$ cat src/rtl/sobel_pkg.sv
// Shared types for the window fetch controller: shift directions, FSM states,
// batch kinds and the pixel width.
package sobel_pkg;

    localparam int PIX_W = 8;

    typedef enum logic [1:0] {
        SH_NONE  = 2'b00,
        SH_LEFT  = 2'b01,
        SH_RIGHT = 2'b10,
        SH_UP    = 2'b11
    } sh_dir_t;

    typedef enum logic [3:0] {
        IDLE,
        REQ,
        WAIT_MEM,
        PUSH,
        WAIT_RD,
        PRESENT,
        SHIFT,
        WAIT_SH,
        DONE
    } wf_state_t;

    typedef enum logic [1:0] {
        B_INIT,
        B_COL,
        B_ROW
    } batch_t;

endpackage

$ cat src/rtl/wf_addr_gen.sv
// Serpentine walk bookkeeping: window top-left row/col, position inside the
// current fetch batch, scan direction, and the resulting pixel address.
module wf_addr_gen
    import sobel_pkg::*;
#(
    parameter int IMG_W     = 8,
    parameter int IMG_H     = 8,
    parameter int ADDR_W    = 16,
    parameter int BASE_ADDR = 0,
    localparam int RW = $clog2(IMG_H),
    localparam int CW = $clog2(IMG_W)
) (
    input  logic              clk,
    input  logic              n_rst,
    input  logic              init_i,
    input  logic              adv_i,
    input  logic              shift_i,
    output logic [ADDR_W-1:0] addr_o,
    output logic              batch_last_o,
    output logic              last_win_o,
    output sh_dir_t           shift_dir_o,
    output logic [RW-1:0]     row_o,
    output logic [CW-1:0]     col_o
);

    logic [RW-1:0] row_q, row_d;
    logic [CW-1:0] col_q, col_d;
    logic [1:0]    kr_q, kr_d, kc_q, kc_d;
    logic          right_q, right_d;
    batch_t        mode_q, mode_d;
    logic          pass_end;
    logic [ADDR_W-1:0] pix_r, pix_c;

    assign pass_end    = right_q ? (col_q == CW'(IMG_W - 3)) : (col_q == '0);
    assign last_win_o  = pass_end && (row_q == RW'(IMG_H - 3));
    assign row_o       = row_q;
    assign col_o       = col_q;
    // Reflects the shift that produced the current batch.
    assign shift_dir_o = (mode_q == B_ROW) ? SH_UP : (right_q ? SH_LEFT : SH_RIGHT);

    always_comb begin
        batch_last_o = 1'b0;
        pix_r = ADDR_W'(row_q) + ADDR_W'(2) - ADDR_W'(kr_q);
        pix_c = ADDR_W'(col_q) + ADDR_W'(kc_q);
        case (mode_q)
            B_INIT:  batch_last_o = (kr_q == 2'd2) && (kc_q == 2'd2);
            B_COL: begin
                batch_last_o = (kr_q == 2'd2);
                pix_c = right_q ? ADDR_W'(col_q) + ADDR_W'(2) : ADDR_W'(col_q);
            end
            default: batch_last_o = (kc_q == 2'd2);
        endcase
        addr_o = ADDR_W'(BASE_ADDR) + pix_r * ADDR_W'(IMG_W) + pix_c;
    end

    always_comb begin
        row_d   = row_q;
        col_d   = col_q;
        kr_d    = kr_q;
        kc_d    = kc_q;
        right_d = right_q;
        mode_d  = mode_q;
        if (init_i) begin
            row_d   = '0;
            col_d   = '0;
            kr_d    = '0;
            kc_d    = '0;
            right_d = 1'b1;
            mode_d  = B_INIT;
        end else if (shift_i) begin
            kr_d = '0;
            kc_d = '0;
            if (pass_end) begin
                row_d   = row_q + RW'(1);
                right_d = ~right_q;
                mode_d  = B_ROW;
            end else begin
                col_d  = right_q ? col_q + CW'(1) : col_q - CW'(1);
                mode_d = B_COL;
            end
        end else if (adv_i) begin
            case (mode_q)
                B_INIT: begin
                    if (kc_q == 2'd2) begin
                        kc_d = '0;
                        kr_d = kr_q + 2'd1;
                    end else begin
                        kc_d = kc_q + 2'd1;
                    end
                end
                B_COL:   kr_d = kr_q + 2'd1;
                default: kc_d = kc_q + 2'd1;
            endcase
        end
    end

    always_ff @(posedge clk) begin
        if (!n_rst) begin
            row_q   <= '0;
            col_q   <= '0;
            kr_q    <= '0;
            kc_q    <= '0;
            right_q <= 1'b1;
            mode_q  <= B_INIT;
        end else begin
            row_q   <= row_d;
            col_q   <= col_d;
            kr_q    <= kr_d;
            kc_q    <= kc_d;
            right_q <= right_d;
            mode_q  <= mode_d;
        end
    end

endmodule

$ cat src/rtl/window_fetch_ctrl.sv
// Initiator for the windowBuffer: fetches pixels, sequences shifts and presents
// 3x3 windows in serpentine order. WINFETCH_PERF_EN adds stall/wait counters.
//
// state    | meaning
// IDLE     | waiting for start
// REQ      | issue one memory read
// WAIT_MEM | waiting for mem_rvalid
// PUSH     | hand pixel to windowBuffer
// WAIT_RD  | waiting for read_done
// PRESENT  | window valid, waiting for proc_ready
// SHIFT    | issue window shift
// WAIT_SH  | waiting for shift_done
// DONE     | frame finished, done pulse
module window_fetch_ctrl
    import sobel_pkg::*;
#(
    parameter int IMG_W     = 8,
    parameter int IMG_H     = 8,
    parameter int ADDR_W    = 16,
    parameter int BASE_ADDR = 0,
    localparam int RW = $clog2(IMG_H),
    localparam int CW = $clog2(IMG_W)
) (
    input  logic              clk,
    input  logic              n_rst,
    input  logic              start,
    output logic              busy,
    output logic              done,
    output logic              mem_ren,
    output logic [ADDR_W-1:0] mem_addr,
    input  logic              mem_rvalid,
    input  logic [PIX_W-1:0]  mem_rdata,
    output logic              start_read,
    output logic [PIX_W-1:0]  data_r,
    input  logic              read_done,
    output logic              start_shift,
    output logic [1:0]        shift_direc,
    input  logic              shift_done,
    output logic              window_valid,
    output logic [RW-1:0]     win_row,
    output logic [CW-1:0]     win_col,
    input  logic              proc_ready,
    output logic [31:0]       mem_wait_cycles,
    output logic [31:0]       stall_cycles
);

    wf_state_t         state_q, state_d;
    logic [PIX_W-1:0]  data_q, data_d;
    logic [RW-1:0]     win_row_q, win_row_d;
    logic [CW-1:0]     win_col_q, win_col_d;
    logic              gen_init, gen_adv, gen_shift;
    logic [ADDR_W-1:0] gen_addr;
    logic              batch_last, last_win;
    sh_dir_t           gen_dir;
    logic [RW-1:0]     gen_row;
    logic [CW-1:0]     gen_col;

    wf_addr_gen #(
        .IMG_W(IMG_W), .IMG_H(IMG_H), .ADDR_W(ADDR_W), .BASE_ADDR(BASE_ADDR)
    ) u_addr_gen (
        .clk          (clk),
        .n_rst        (n_rst),
        .init_i       (gen_init),
        .adv_i        (gen_adv),
        .shift_i      (gen_shift),
        .addr_o       (gen_addr),
        .batch_last_o (batch_last),
        .last_win_o   (last_win),
        .shift_dir_o  (gen_dir),
        .row_o        (gen_row),
        .col_o        (gen_col)
    );

    always_comb begin
        state_d   = state_q;
        data_d    = data_q;
        win_row_d = win_row_q;
        win_col_d = win_col_q;
        gen_init  = 1'b0;
        gen_adv   = 1'b0;
        gen_shift = 1'b0;
        case (state_q)
            IDLE: if (start) begin
                gen_init = 1'b1;
                state_d  = REQ;
            end
            REQ:      state_d = WAIT_MEM;
            WAIT_MEM: if (mem_rvalid) begin
                data_d  = mem_rdata;
                state_d = PUSH;
            end
            PUSH:     state_d = WAIT_RD;
            WAIT_RD: if (read_done) begin
                if (batch_last) begin
                    win_row_d = gen_row + RW'(1);
                    win_col_d = gen_col + CW'(1);
                    state_d   = PRESENT;
                end else begin
                    gen_adv = 1'b1;
                    state_d = REQ;
                end
            end
            PRESENT: if (proc_ready) begin
                if (last_win) begin
                    state_d = DONE;
                end else begin
                    gen_shift = 1'b1;
                    state_d   = SHIFT;
                end
            end
            SHIFT:    state_d = WAIT_SH;
            WAIT_SH:  if (shift_done) state_d = REQ;
            DONE:     state_d = IDLE;
            default:  state_d = IDLE;
        endcase
    end

    always_ff @(posedge clk) begin
        if (!n_rst) begin
            state_q   <= IDLE;
            data_q    <= '0;
            win_row_q <= '0;
            win_col_q <= '0;
        end else begin
            state_q   <= state_d;
            data_q    <= data_d;
            win_row_q <= win_row_d;
            win_col_q <= win_col_d;
        end
    end

    // Address is only driven while a request is outstanding so idle reads as 0.
    assign mem_ren      = (state_q == REQ);
    assign mem_addr     = (state_q == REQ || state_q == WAIT_MEM) ? gen_addr : '0;
    assign start_read   = (state_q == PUSH);
    assign data_r       = data_q;
    assign start_shift  = (state_q == SHIFT);
    assign shift_direc  = (state_q == SHIFT || state_q == WAIT_SH) ? gen_dir : SH_NONE;
    assign window_valid = (state_q == PRESENT);
    assign win_row      = win_row_q;
    assign win_col      = win_col_q;
    assign busy         = (state_q != IDLE) && (state_q != DONE);
    assign done         = (state_q == DONE);

`ifdef WINFETCH_PERF_EN
    logic [31:0] mem_wait_q, stall_q;

    always_ff @(posedge clk) begin
        if (!n_rst) begin
            mem_wait_q <= '0;
            stall_q    <= '0;
        end else if (state_q == IDLE && start) begin
            mem_wait_q <= '0;
            stall_q    <= '0;
        end else begin
            if (state_q == WAIT_MEM && mem_wait_q != '1)
                mem_wait_q <= mem_wait_q + 32'd1;
            if (state_q == PRESENT && !proc_ready && stall_q != '1)
                stall_q <= stall_q + 32'd1;
        end
    end

    assign mem_wait_cycles = mem_wait_q;
    assign stall_cycles    = stall_q;
`else
    assign mem_wait_cycles = '0;
    assign stall_cycles    = '0;
`endif

endmodule
$ cat config.mk
export PLATFORM = sky130hd
export DESIGN_NAME = window_fetch_ctrl
export DESIGN_NICKNAME = d
export VERILOG_FILES = /design/src/rtl/sobel_pkg.sv /design/src/rtl/wf_addr_gen.sv /design/src/rtl/window_fetch_ctrl.sv
export SDC_FILE = /design/constraint.sdc
export NUM_CORES = 1
export LEC_CHECK = 0
export ABC_AREA = 1
export CORE_MARGIN = 3
export CORE_UTILIZATION = 30
export DETAILED_ROUTE_END_ITERATION = 10
export GPL_ROUTABILITY_DRIVEN = 1
export MAX_ROUTING_LAYER = met4
export PLACE_DENSITY_LB_ADDON = 0.08
export SKIP_CTS_REPAIR_TIMING = 1
export SYNTH_ARGS = -nofsm -noshare
export SYNTH_HDL_FRONTEND = slang
export SYNTH_SLANG_ARGS = --single-unit
$ cat constraint.sdc
create_clock -name clk -period 3.8 [get_ports clk]
set_clock_uncertainty 0.1 [all_clocks]
set_input_delay 0.76 -clock clk [delete_from_list [all_inputs] [get_ports clk]]
set_output_delay 0.76 -clock clk [all_outputs]
set_load 0.02 [all_outputs]
== Yosys cells after proc, flatten, opt, wreduce, memory -nomap -nowiden ==
Index checks and enable logic that the tools add are counted.

* Register bits: 31
* Bits of input ports: 15
* Output and inout bits: 102
* Logic and storage cells: 94

* $add $sub $neg: 10
* Eq/ne operators: 21
* Muxes and demuxes: 30
* Bitwise logic cells: 4
* Reduce and logical (&&, ||, !) cells: 19

{| class="wikitable"
|+ Operators by type and width
! cell !! count
|-
| 16-bit 2-to-1 mux || 3
|-
| 4-bit case mux with 8 select lines || 1
|-
| 4-bit 2-to-1 mux || 6
|-
| 16-bit adder || 1
|-
| 4-bit by 3-bit equality test with 1-bit output, second input constant || 4
|-
| 13-bit by 2-bit subtractor with 13-bit output || 1
|-
| 2-bit 2-to-1 mux || 6
|-
| 1-bit 2-to-1 mux || 9
|-
| 3-bit by 2-bit adder with 4-bit output, second input constant || 2
|-
| 4-bit by 2-bit equality test with 1-bit output, second input constant || 2
|-
| 2-bit inequality test, second input constant || 4
|-
| 2-bit case mux with 2 select lines || 2
|-
| 2-bit AND reduction || 4
|-
| 3-bit by 1-bit adder with 3-bit output, second input constant || 2
|-
| 2-bit equality test, second input constant || 3
|-
| 3-bit equality test, second input constant || 2
|-
| 3-bit 2-to-1 mux || 2
|-
| 3-bit AND reduction || 2
|-
| 5-bit AND reduction || 1
|-
| 2-bit by 1-bit adder with 2-bit output, second input constant || 2
|-
| 3-bit by 2-bit adder with 4-bit output || 1
|-
| 4-bit by 1-bit equality test with 1-bit output, second input constant || 1
|-
| 4-bit equality test, second input constant || 1
|-
| 4-bit logical NOT || 1
|-
| other kinds (14) || 21
|}

== Depth between registers and ports, before layout ==
* Depth after elaboration: 7
* Gate-level depth with buffers: 13

== Modules after synthesis ==
From an unflattened synthesis, not the netlist that was laid out.

* Cell total of the unflattened synthesis: 386
* Area total of the unflattened synthesis: 2696.3 µm²

{| class="wikitable"
|+ By module, submodules not included
! module !! instances !! cells an instance !! area an instance (µm²) !! sequential area each (µm²)
|-
| window_fetch_ctrl || 1 || 231 || 1576.5 || 360.3
|-
| wf_addr_gen || 1 || 155 || 1119.8 || 260.2
|}

== Worst setup path before layout ==
OpenSTA, ideal clock, no wires.

* Path kind: register to output
* Start: register u_addr_gen.row_q[0], in the netlist u_addr_gen.row_o[0]
* End: output port mem_addr[15]
* Data arrival time: 2229 ps
* Data required time: 2940 ps
* Path slack: 711 ps
* Stages on the path, launching flop included: 12
* Path buffers: 1
* Cell sequence: dfxtp_1 > inv_1 > ha_1 > fa_1 > inv_1 > ha_1 > inv_1 > nor2_1 > nand2_1 > inv_1 > a31oi_1 > buf_4

* Longest elaborated chain between the ends: 4

{| class="wikitable"
|+ Ends and longest elaborated chain
! what !! line !! text
|-
| start, declared || wf_addr_gen.sv:26 || <nowiki>logic [RW-1:0] row_q, row_d;</nowiki>
|-
| start signal, assigned || wf_addr_gen.sv:106 || <nowiki>row_q <= row_d;</nowiki>
|-
| 3-bit by 2-bit adder with 4-bit output || wf_addr_gen.sv:43 || <nowiki>pix_r = ADDR_W'(row_q) + ADDR_W'(2) - ADDR_W'(kr_q);</nowiki>
|-
| 13-bit by 2-bit subtractor with 13-bit output || wf_addr_gen.sv:43 ||
|-
| 16-bit adder || wf_addr_gen.sv:53 || <nowiki>addr_o = ADDR_W'(BASE_ADDR) + pix_r * ADDR_W'(IMG_W) + pix_c;</nowiki>
|-
| 16-bit 2-to-1 mux || window_fetch_ctrl.sv:134 || <nowiki>assign mem_addr = (state_q == REQ || state_q == WAIT_MEM) ? gen_addr : '0;</nowiki>
|-
| end, declared || window_fetch_ctrl.sv:30 || <nowiki>output logic [ADDR_W-1:0] mem_addr,</nowiki>
|}

Every way passes these cells.

== Final worst setup path ==
* Start: register u_addr_gen.row_q[0], in the netlist u_addr_gen.row_o[0]
* End: output port mem_addr[9]

The elaborated chain is that of the path after synthesis.

==> summary by stage <==
Global route
The number of antenna violations at the first check in global routing is 0. The met1 track utilization from global routing is 0.173. The busiest layer in global routing is met2. The pin count of the biggest net entering global routing is 15.

The met3 layer usage reported by global route is 0.0304. Across every metal layer, demand over resource in global routing totals 0.130. The via count of the first global-routing pass is between 2000 and 2500. The first global-routing pass estimated around 10 mm of wire. The global routing usage on met2 is 0.192. The total congestion overflow is 0.

Yosys
For this run, the number of Yosys warnings is 0. The number of instances in the synthesized netlist is 361. The number of library cell types mapped by synthesis is 34. The synthesized netlist occupies a cell area of 0.00256 mm2. In this run, synthesis produced a sequential element count of 31. The synthesized area per cell is around 7.1 um2. Of the post-synthesis cell area, the dominant cell type holds 0.242.

The share of the Yosys chip area taken by registers is 0.242. Yosys attributes the largest share of cell area to sky130_fd_sc_hd__dfxtp_1 24%, sky130_fd_sc_hd__buf_4 19%, sky130_fd_sc_hd__ha_1 8.8%. The synthesized design spends more area on one cell type than any other, namely sky130_fd_sc_hd__dfxtp_1.

Pwr
IR analysis of the VDD net gives a maximum drop of 0.206 mV. The combinational power share is 0.247. The overall power after layout is around 0.00091 W. The switching share of power is 0.329. The clock network fraction of design power is 0.373. The power per unit of standard cell area is approximately 290 mW/mm2. The leakage power figure is ~1.5 nW. Internal power comes to between 0.0006 and 0.0007 W. Of the total power, registers draw 0.380. The reported net switching power is 0.000299 W.

Route
The final layout contains routed wiring with a total length of between 5 and 6 mm. The first-pass detailed-route iteration total is 4. The ratio of routed vias to standard cells is approximately 4.3. The first routing iteration left 102 violations.

The routed layout has 2222 vias. The average routed wire per standard cell is approximately 11 um. After detailed routing, the number of remaining DRC violations is 0. Once detail routing completed, the nets flagged for antenna violations numbered 0.

Critical path
Data on the critical path is required at its endpoint by 2940 ps. The largest individual stage delay along the critical path comes from the cell sky130_fd_sc_hd__clkdlybuf4s50_1. The cell with the most instances on the worst path is sky130_fd_sc_hd__inv_1. In this design, the largest share of critical-path delay is due to buffers and inverters. The signal on the critical path passes through inv_1 -> ha_1 -> fa_1 -> xnor2_1 -> nor2_1 -> nand2_1 -> inv_1 -> a21oi_1 -> clkdlybuf4s50_1. The critical path is of the flop to output port type. For the worst setup path, the data arrival time is 2800 ps. The stage delay of the slowest cell on the critical path is between 600 and 700 ps.

The flop-to-flop setup slack is approximately 2000 ps. The maximum fanout along the worst path is 5. The combined buffer and inverter count along the critical path is 3. STA classifies the critical path startpoint as a flop. The destination of the worst register-to-register timing path is u_addr_gen.col_o[1]$_SDFFE_PP0P_. The critical path endpoint category is an output port. The number of cells on the worst reg-to-reg path is 8. The start of the worst register-to-register path is u_addr_gen.col_o[1]$_SDFFE_PP0P_.

Die
For this configuration, the core starts out at a cell density of 0.310. The area of the die is 0.00969 mm2. The die is 98.4 um wide. The floorplan has 33 rows. The boundary pin count is between 100 and 150. The floorplan step defined a core boundary enclosing roughly 0.0083 mm2. The die is between 90 and 100 um tall.

Flow run
The count of max-cap constraint violations is 0.

Cells and area
The share of cells above drive strength 1 is 0.0817. Leaving out fill and tap cells, the most frequent cell in the layout is sky130_fd_sc_hd__conb_1. The number of antenna diodes in the final layout is 0. The layout overhead on the synthesized area is 21.2%. At the end of the flow, the number of nets in the layout was 450. The top cell types in the final layout, fill and taps aside, are 64 x sky130_fd_sc_hd__conb_1, 56 x sky130_fd_sc_hd__nand2_1, 47 x sky130_fd_sc_hd__clkdlybuf4s50_1. The final standard cell area without fillers is just over 0.003 mm2.

Placed design
In this run the cell area measured after placement is 0.00295 mm2. The worst setup slack after placement is 241 ps. Once detailed placement completed, the half-perimeter wirelength came to about 4.8 mm. The last weighted congestion value of the routability-driven placer is just over 0.8. Buffers placed on the I/O ports in this run total between 50 and 60.

Clocking
The number of clock buffers inserted by TritonCTS is 5. TritonCTS built the clock tree. Clock tree synthesis selected as its root buffer the cell sky130_fd_sc_hd__clkbuf_8.

No sink is reached through more buffers than the 2 on the longest clock path. Clock-pin slew was measured on the worst setup and hold paths at about 70 ps. The count of H-tree levels built during CTS is 2. The total number of clock tree sinks is 31. The clock network latency to the later pin of the worst-skew pair is between 200 and 300 ps.

Status
The flow ran to the end, and the final reports show no timing, DRC or antenna violations.

STA
The final-report setup violation count is 0. The relative slew slack is 0.662. The pin slew with the least headroom to its limit is 507 ps. Static timing analysis puts the maximum clock frequency at around 0.27 GHz.

The number of pins exceeding their max-slew limit in the final report came to 0. The share of the cycle needed by the critical path after routing is 0.964. On the final layout, the worst hold slack is around 370 ps. Setup repair after global routing could not meet its margin everywhere. The final count of hold timing violations was 0. Setup slack on the critical path of the routed design comes to 136 ps. After layout, the minimum clock period comes to around 3700 ps.

Hold path
The launch point of the worst hold path is data_r[2]$_SDFFE_PN0P_. For hold timing, the worst endpoint is data_r[2]$_SDFFE_PN0P_. The worst hold path passes through 2 cells. The worst hold path belongs to the class flop to flop.
-- Yosys cell counts (all sizes together) --
cell / count
o31ai: 1
nor3: 10
o21ai: 16
dfxtp: 31
inv: 48
clkbuf: 2
a21oi: 28
nor2: 29
nand3: 23
clkinv: 2
a211oi: 7
nand3b: 3
o22ai: 1
xor2: 4
buf: 68
nand4: 2
ha: 18
fa: 2
a31oi: 3
xnor2: 2
nand2: 60
conb: 1
-- per-layer routing --
| layer | part of all wire | wire (um) |
|---|---|---|
| met1 | 0.46 | 2760 |
| met2 | 0.45 | 2690 |
| met3 | 0.068 | 403 |
| met4 | 0.016 | 97 |
| met5 | 0 | 0 |
-- power by group through the flow --
stage          registers (W)  clock network (W)  logic [W]
6_report            0.000345           0.000339   0.000224
5_1_grt             0.000346           0.000365   0.000247
4_1_cts             0.000344           0.000351   0.000226
3_5_place_dp        0.000351                  0   0.000226
3_3_place_gp        0.000352                  0   0.000227
2_1_floorplan       0.000351                  0   0.000207
-- worst max path at each step --
| stage | from | endpoint | slack, ps | depth (start not counted) |
|---|---|---|---|---|
| CTS | u_addr_gen.row_o[1]$_SDFFE_PP0P_ | mem_addr[10] | -80 | 8 |
| global route | u_addr_gen.row_o[0]$_SDFFE_PP0P_ | mem_addr[9] | -9 | 9 |
| floorplan | u_addr_gen.row_o[0]$_SDFFE_PP0P_ | mem_addr[15] | 710 | 11 |
| global placement | u_addr_gen.row_o[1]$_SDFFE_PP0P_ | mem_addr[10] | 360 | 10 |
| finish | u_addr_gen.row_o[0]$_SDFFE_PP0P_ | mem_addr[9] | 140 | 9 |
| detailed placement | u_addr_gen.row_o[1]$_SDFFE_PP0P_ | mem_addr[10] | 240 | 8 |
-- flip-flops by register name (all words and copies together) (netlist names) --
register and flops:
data_r 8, state_q 4, u_addr_gen.col_o 3, u_addr_gen.kc_q 2, u_addr_gen.kr_q 2, u_addr_gen.mode_q 2, u_addr_gen.right_q 1, u_addr_gen.row_o 3
win_col 3, win_row 3
-- through the flow --
step                cells   util  TNS, ps
CTS                   521  0.372    -98.1
finish                521  0.376        0
global route          521  0.376    -10.3
detailed placement    513  0.358        0
global placement      513  0.358        0
floorplan             424      -        0
-- worst reg2reg max path: stages, from the launching register on --
cell                       delay [ps]
sky130_fd_sc_hd__dfxtp_1          400
sky130_fd_sc_hd__inv_1            170
sky130_fd_sc_hd__ha_1             210
sky130_fd_sc_hd__nand3_1           90
sky130_fd_sc_hd__nand2_1          140
sky130_fd_sc_hd__nand3b_2         330
sky130_fd_sc_hd__clkinv_2         130
sky130_fd_sc_hd__o21ai_1           60
sky130_fd_sc_hd__a21oi_1          110
-- logic make-up (layout without fill, tap and decap cells) --
| logic type | count (synthesis) | count (layout) | synth area share |
|---|---|---|---|
| buf+inv | 120 | 112 | 0.274 |
| fa+ha+maj | 20 | 20 | 0.103 |
| simple gates | 127 | 127 | 0.236 |
| flops | 31 | 31 | 0.242 |
| xor+xnor | 6 | 6 | 0.0205 |
| other cells | 1 | 64 | 0.00146 |
| compound gates | 56 | 56 | 0.122 |
-- layout make-up --
type,count,area (um2)
Fill cell,885,5150
Multi-Input combinational cell,273,1500
Sequential cell,31,622
Timing Repair Buffer,54,548
Inverter,50,190
Tap cell,105,131
Clock buffer,6,82.6
Clock inverter,2,35.0
Power figures use the tool's default switching activity.
